===== config.mk =====
export PLATFORM = sky130hd
export DESIGN_NAME = uart_top
export DESIGN_NICKNAME = d
export VERILOG_FILES = /design/src/rtl/uart_top.sv
export SDC_FILE = /design/constraint.sdc
export NUM_CORES = 1
export LEC_CHECK = 0
export BUFFER_PORTS_ARGS = -buffer_cell sky130_fd_sc_hd__buf_2
export CORE_ASPECT_RATIO = 0.5
export CORE_UTILIZATION = 45
export DETAILED_ROUTE_END_ITERATION = 16
export HOLD_SLACK_MARGIN = 0.08
export MAX_ROUTING_LAYER = met4
export PLACE_DENSITY = 0.67
export SLEW_MARGIN = 20
export SYNTH_ARGS = -nofsm -noshare
export SYNTH_HDL_FRONTEND = slang
export SYNTH_SLANG_ARGS = --single-unit

===== constraint.sdc =====
create_clock -name ex_clk -period 2.1 [get_ports ex_clk]
set_input_delay 0.21 -clock ex_clk [delete_from_list [all_inputs] [get_ports ex_clk]]
set_output_delay 0.21 -clock ex_clk [all_outputs]
set_load 0.03 [all_outputs]

===== src/rtl/uart_top.sv =====
// uart_top: byte-wide full-duplex UART (8N1) with a live status byte and a
// one-cycle-delayed copy of that status held in an always-enabled register.
// All state is reset asynchronously by the active-high resetn input.
module uart_top #(
    parameter int CLKS_PER_BIT = 1
) (
    input  logic       ex_clk,
    input  logic       resetn,
    input  logic       rx_pin,
    output logic       tx_pin,
    input  logic [7:0] tx_data,
    output logic [7:0] rx_data,
    input  logic [7:0] ctrl,
    output logic [7:0] uart_state,
    output logic [7:0] status_q
);

    // Bit-period counters run 1..CLKS_PER_BIT; an interval expires when the
    // counter equals CLKS_PER_BIT.
    localparam int CNT_W = $clog2(CLKS_PER_BIT + 1);
    localparam logic [CNT_W-1:0] BIT_LAST = CNT_W'(CLKS_PER_BIT);
    localparam int HALF = CLKS_PER_BIT / 2;
    localparam logic [CNT_W-1:0] HALF_CNT = CNT_W'(HALF);

    typedef enum logic [1:0] {
        ST_IDLE  = 2'd0,
        ST_START = 2'd1,
        ST_DATA  = 2'd2,
        ST_STOP  = 2'd3
    } uart_fsm_t;

    // Reserved control bits are deliberately ignored.
    logic unused_ctrl;
    assign unused_ctrl = ^ctrl[7:2];

    // ------------------------------------------------------------------
    // Transmitter
    // ------------------------------------------------------------------
    uart_fsm_t        tx_state_reg, tx_state_next;
    logic [CNT_W-1:0] tx_cnt_reg, tx_cnt_next;
    logic [2:0]       tx_bit_reg, tx_bit_next;
    logic [7:0]       tx_shift_reg, tx_shift_next;
    logic             tx_pin_reg, tx_pin_next;
    logic             tx_busy_reg, tx_busy_next;
    logic             tx_done_reg, tx_done_next;
    logic             start_prev_reg;
    logic             tx_go;

    // A frame may only start on a 0->1 transition of ctrl[1]; holding it high
    // never starts a second frame.
    assign tx_go = ctrl[1] & ~start_prev_reg;

    // TX next-state: tx_pin is registered, so each state drives its bit from
    // the edge on which it is entered.
    always_comb begin
        tx_state_next = tx_state_reg;
        tx_cnt_next   = tx_cnt_reg;
        tx_bit_next   = tx_bit_reg;
        tx_shift_next = tx_shift_reg;
        tx_pin_next   = tx_pin_reg;
        tx_busy_next  = tx_busy_reg;
        tx_done_next  = tx_done_reg;
        case (tx_state_reg)
            ST_IDLE: begin
                tx_pin_next = 1'b1;
                if (tx_go) begin
                    tx_state_next = ST_START;
                    tx_shift_next = tx_data;
                    tx_cnt_next   = CNT_W'(1);
                    tx_pin_next   = 1'b0;
                    tx_busy_next  = 1'b1;
                    tx_done_next  = 1'b0;
                end
            end
            ST_START: begin
                if (tx_cnt_reg == BIT_LAST) begin
                    tx_state_next = ST_DATA;
                    tx_cnt_next   = CNT_W'(1);
                    tx_bit_next   = 3'd0;
                    tx_pin_next   = tx_shift_reg[0];
                end else begin
                    tx_cnt_next = tx_cnt_reg + 1'b1;
                end
            end
            ST_DATA: begin
                if (tx_cnt_reg == BIT_LAST) begin
                    tx_cnt_next = CNT_W'(1);
                    if (tx_bit_reg == 3'd7) begin
                        tx_state_next = ST_STOP;
                        tx_pin_next   = 1'b1;
                    end else begin
                        tx_bit_next   = tx_bit_reg + 3'd1;
                        tx_shift_next = {1'b0, tx_shift_reg[7:1]};
                        tx_pin_next   = tx_shift_reg[1];
                    end
                end else begin
                    tx_cnt_next = tx_cnt_reg + 1'b1;
                end
            end
            ST_STOP: begin
                if (tx_cnt_reg == BIT_LAST) begin
                    tx_state_next = ST_IDLE;
                    tx_busy_next  = 1'b0;
                    tx_done_next  = 1'b1;
                end else begin
                    tx_cnt_next = tx_cnt_reg + 1'b1;
                end
            end
            default: begin
                tx_state_next = ST_IDLE;
                tx_pin_next   = 1'b1;
            end
        endcase
    end

    // TX state register plus the ctrl[1] edge-detect history.
    always_ff @(posedge ex_clk or posedge resetn) begin
        if (resetn) begin
            tx_state_reg   <= ST_IDLE;
            tx_cnt_reg     <= '0;
            tx_bit_reg     <= '0;
            tx_shift_reg   <= '0;
            tx_pin_reg     <= 1'b1;
            tx_busy_reg    <= 1'b0;
            tx_done_reg    <= 1'b0;
            start_prev_reg <= 1'b0;
        end else begin
            tx_state_reg   <= tx_state_next;
            tx_cnt_reg     <= tx_cnt_next;
            tx_bit_reg     <= tx_bit_next;
            tx_shift_reg   <= tx_shift_next;
            tx_pin_reg     <= tx_pin_next;
            tx_busy_reg    <= tx_busy_next;
            tx_done_reg    <= tx_done_next;
            start_prev_reg <= ctrl[1];
        end
    end

    // ------------------------------------------------------------------
    // Receiver
    // ------------------------------------------------------------------
    logic rx_in;

    generate
        if (CLKS_PER_BIT == 1) begin : g_rx_direct
            // At one clock per bit there is no slack for synchroniser latency.
            assign rx_in = rx_pin;
        end else begin : g_rx_sync
            logic [1:0] sync_reg;
            // Two-flop synchroniser; resets to the idle-high line level.
            always_ff @(posedge ex_clk or posedge resetn) begin
                if (resetn) begin
                    sync_reg <= 2'b11;
                end else begin
                    sync_reg <= {sync_reg[0], rx_pin};
                end
            end
            assign rx_in = sync_reg[1];
        end
    endgenerate

    uart_fsm_t        rx_state_reg, rx_state_next;
    logic [CNT_W-1:0] rx_cnt_reg, rx_cnt_next;
    logic [2:0]       rx_bit_reg, rx_bit_next;
    logic [7:0]       rx_shift_reg, rx_shift_next;
    logic [7:0]       rx_data_reg, rx_data_next;
    logic             rx_busy_reg, rx_busy_next;
    logic             rx_done_reg, rx_done_next;
    logic             frame_err_reg, frame_err_next;

    // RX next-state: detect start, re-check it at mid-bit, then sample every
    // bit period. rx_done clears on ctrl[0] unless it is being set this edge.
    always_comb begin
        rx_state_next  = rx_state_reg;
        rx_cnt_next    = rx_cnt_reg;
        rx_bit_next    = rx_bit_reg;
        rx_shift_next  = rx_shift_reg;
        rx_data_next   = rx_data_reg;
        rx_busy_next   = rx_busy_reg;
        rx_done_next   = rx_done_reg & ~ctrl[0];
        frame_err_next = frame_err_reg;
        case (rx_state_reg)
            ST_IDLE: begin
                if (!rx_in) begin
                    rx_busy_next = 1'b1;
                    rx_cnt_next  = CNT_W'(1);
                    rx_bit_next  = 3'd0;
                    if (HALF == 0) begin
                        // Mid-bit is the detection edge itself.
                        rx_state_next = ST_DATA;
                        rx_done_next  = 1'b0;
                    end else begin
                        rx_state_next = ST_START;
                    end
                end
            end
            ST_START: begin
                if (rx_cnt_reg == HALF_CNT) begin
                    rx_cnt_next = CNT_W'(1);
                    if (!rx_in) begin
                        rx_state_next = ST_DATA;
                        rx_done_next  = 1'b0;
                    end else begin
                        // Glitch: back to idle with no status change.
                        rx_state_next = ST_IDLE;
                        rx_busy_next  = 1'b0;
                    end
                end else begin
                    rx_cnt_next = rx_cnt_reg + 1'b1;
                end
            end
            ST_DATA: begin
                if (rx_cnt_reg == BIT_LAST) begin
                    rx_cnt_next   = CNT_W'(1);
                    rx_shift_next = {rx_in, rx_shift_reg[7:1]};
                    if (rx_bit_reg == 3'd7) begin
                        rx_state_next = ST_STOP;
                    end else begin
                        rx_bit_next = rx_bit_reg + 3'd1;
                    end
                end else begin
                    rx_cnt_next = rx_cnt_reg + 1'b1;
                end
            end
            ST_STOP: begin
                if (rx_cnt_reg == BIT_LAST) begin
                    rx_state_next = ST_IDLE;
                    rx_busy_next  = 1'b0;
                    if (rx_in) begin
                        rx_data_next   = rx_shift_reg;
                        rx_done_next   = 1'b1;
                        frame_err_next = 1'b0;
                    end else begin
                        frame_err_next = 1'b1;
                    end
                end else begin
                    rx_cnt_next = rx_cnt_reg + 1'b1;
                end
            end
            default: begin
                rx_state_next = ST_IDLE;
            end
        endcase
    end

    // RX state register.
    always_ff @(posedge ex_clk or posedge resetn) begin
        if (resetn) begin
            rx_state_reg  <= ST_IDLE;
            rx_cnt_reg    <= '0;
            rx_bit_reg    <= '0;
            rx_shift_reg  <= '0;
            rx_data_reg   <= '0;
            rx_busy_reg   <= 1'b0;
            rx_done_reg   <= 1'b0;
            frame_err_reg <= 1'b0;
        end else begin
            rx_state_reg  <= rx_state_next;
            rx_cnt_reg    <= rx_cnt_next;
            rx_bit_reg    <= rx_bit_next;
            rx_shift_reg  <= rx_shift_next;
            rx_data_reg   <= rx_data_next;
            rx_busy_reg   <= rx_busy_next;
            rx_done_reg   <= rx_done_next;
            frame_err_reg <= frame_err_next;
        end
    end

    // ------------------------------------------------------------------
    // Status
    // ------------------------------------------------------------------
    logic [7:0] status_q_reg;
    logic       status_en;

    assign status_en  = 1'b1;
    assign uart_state = {3'b000, frame_err_reg, tx_done_reg, rx_done_reg,
                         rx_busy_reg, tx_busy_reg};

    // Enable register capturing the live status every cycle.
    always_ff @(posedge ex_clk or posedge resetn) begin
        if (resetn) begin
            status_q_reg <= '0;
        end else if (status_en) begin
            status_q_reg <= uart_state;
        end
    end

    assign tx_pin   = tx_pin_reg;
    assign rx_data  = rx_data_reg;
    assign status_q = status_q_reg;

endmodule


==> summary.txt <==
Drt
  – Vias: 1358
  – DRC: 0
  – Routed WL per cell: 12.58 um
  – Post-route ant nets: 0
  – Via/cell ratio: 4.974
  – First-pass iteration count of the detailed router: 6
  – DRT iter0 DRCs: 34
  – Final wirelength: 3.434 mm

Power and ir drop
  – Power Dens Cells: 1694 nW/um2
  – Int Power: 2.639 mW
  – Net Sw Frac: 0.3860
  – Switching power: 1.659 mW
  – Peak supply drop: 0.0005741 V
  – Comb pwr share: 0.483
  – Pleak: 1.223 nW
  – Sequential share of power: 0.382
  – Total power: 4.298 mW
  – Clock network fraction of design power: 0.135

Global routing
  – Tot GR Track Use: 0.1542
  – Total gr overflow: 0
  – First-pass GRT wire length: 5.892 mm
  – Largest net degree at the start of global routing: 26
  – Initial antenna violation count: 0
  – Vias in the first global route: 1393

Yosys
  – Post-synth top area share: 0.5246
  – Synth cell types: 34
  – Syn. warnings: 0
  – Flops & latches, synth: 48
  – Synth area leaders: dfrtp_1 (52%), mux2_2 (13%), ha_1 (5.6%)
  – Synth Instances: 173
  – Synth area leader: dfrtp_1
  – Synth Cell Area: 2242 um2
  – Part of the Yosys area used for sequential elements: 0.5363
  – Avg Synthesized Cell Area: 12.96 um2

Critical path
  – Setup CP Type: flop to flop
  – Crit-path max FO: 10
  – Crit end category: flop
  – R2R Setup Slk: 0.20 ns
  – WP data arrival: 2.10 ns
  – Required @ worst endpoint: 2.30 ns
  – CP Launch Type: flop

Timing
  – Max Slew Vio Count: 0
  – Clk_skew: 0.007410 ns
  – FMAX: 0.5257 GHz
  – WHS: 0.1807 ns
  – Setup tns final: 0 ns
  – Final setup vio count: 0
  – RSZ-0062 raised after global routing: false
  – Worst slew pin tran: 0.5117 ns
  – Crit path time final: 1.902 ns
  – Hold Fails Final Rpt: 0
  – Slew margin rel.: 0.6583
  – Fin crit share: 0.9059

Clocking
  – Clock buffer depth: 2
  – Setup bufs post-CTS: 0
  – H-tree depth: 2
  – Clock tree sinks: 48
  – Clk slew on worst S/H paths: 0.09 ns
  – CTS tree: done
  – TritonCTS Buffers: 5
  – Clk Latency, worst-skew pair: 0.31 ns
  – CTS root buf: clkbuf_8

Place
  – Placer's final routability congestion estimate: 0.8569
  – Post-DP Area: 2420 um2
  – Port-buffer cells: 31
  – HPWL after DPL: 2.395 mm
  – Placed insts: 263

Hold path
  – HP Class: input port to flop

Final layout
  – Design Area, Final: 2537 um2
  – Final non-filler cell total: 273
  – N_diodes: 0
  – Synth-to-layout area growth: 13.17%
  – Leading cell types in the layout, fill and taps excluded: dfrtp_1 (47), buf_2 (31), mux2_2 (25)
  – Most common cell after layout, fill and taps aside: dfrtp_1
  – Fin nets: 235
  – Share of cells above drive strength 1: 0.4010

Status
  – Status: complete, no violations

Die
  – Starting Density: 0.4880
  – Die Footprint: 5286 um2
  – Die X: 101.8 um
  – Die Ht: 51.92 um
  – FP Rows: 17
  – Num ports: 44
  – Core Area: 4594 um2

Flow run
  – Max Cap Viol: 0
==> final timing paths <==
kind	startpoint	endpoint	depth (start not counted)
worst max-delay path	tx_state_reg[0]	tx_shift_reg[0]	5
worst min-delay path	tx_data[7]	tx_shift_reg[7]	3
worst max register to register	tx_state_reg[0]	tx_shift_reg[0]	5
worst min register to register	rx_done_reg	status_q[2]	0
max in group asynchronous	resetn	rx_shift_reg[1]	4
min in group asynchronous	resetn	tx_shift_reg[4]	3
==> area by class of cell <==
class,instances,area (um2)
fillers,399,2057
flip-flops and latches,48,1202
multi-input cells,107,910.9
repair buffers,37,217.7
clock buffers,6,82.58
well taps,66,82.58
inverters,7,26.28
clock inverters,2,15.01
==> synth_stat cells <==
cell / instances
ha_1: 10
conb_1: 1
nor3b_1: 1
dfrtp_1: 47
and2b_1: 1
and2_4: 1
o22ai_1: 1
o21ai_1: 1
buf_6: 2
inv_1: 7
nand2_2: 1
nand3_1: 3
nand2b_4: 1
nand2_1: 10
dfstp_2: 1
a22o_1: 8
nand2b_1: 3
buf_4: 12
buf_2: 1
nor2_1: 4
a21oi_1: 6
nor2_2: 1
o2bb2ai_1: 1
a22oi_2: 1
a32oi_1: 1
o21ai_0: 8
clkbuf_1: 1
nand3_4: 1
mux2_2: 25
a31oi_1: 2
mux2_4: 7
and3b_1: 1
o32ai_1: 1
mux2_1: 1
==> timing repair <==
item	4_1_cts	5_1_grt
gates resized for setup	0	0
hold endpoints to repair	23	0
hold buffers	2	0
==> through the flow <==
step                      setup WS (ns)    util
final                            0.1977  0.5523
after global routing            0.09791  0.5523
after CTS                        0.1780  0.5523
after detailed placement         0.2087  0.5267
after global placement           0.2524  0.5267
after floorplan                  0.4854       -
==> cells by family after synthesis <==
logic type	Yosys count	share of synthesized area
other cells	1	0.001673
buf+inv	23	0.06585
flops	48	0.5363
simple gates	28	0.07255
mux	33	0.1775
fa+ha+maj	10	0.05580
compound gates	30	0.09040
==> worst max-delay path, cell delays in order, from the launching register on <==
cell	delay [ns]
dfrtp_1	0.43
inv_1	0.11
ha_1	0.41
buf_4	0.24
mux2_2	0.35
mux2_4	0.26
==> power groups by stage <==
stage	Combinational (mW)	Sequential [mW]	Clock [mW]
6_report	2.08	1.64	0.582
5_1_grt	2.27	1.71	0.633
4_1_cts	2.10	1.65	0.601
3_5_place_dp	2.09	1.66	0
3_3_place_gp	2.03	1.64	0
2_1_floorplan	1.51	1.86	0
==> metal layers <==
metal	part of all wire	global-route usage	vias up
li1	-	-	657
met1	0.46	0.1718	672
met2	0.49	0.2624	24
met3	0.038	0.04032	5
met4	0.017	0.07857	0
met5	0	-	-
No activity file was read; power rests on OpenSTA's default activity.
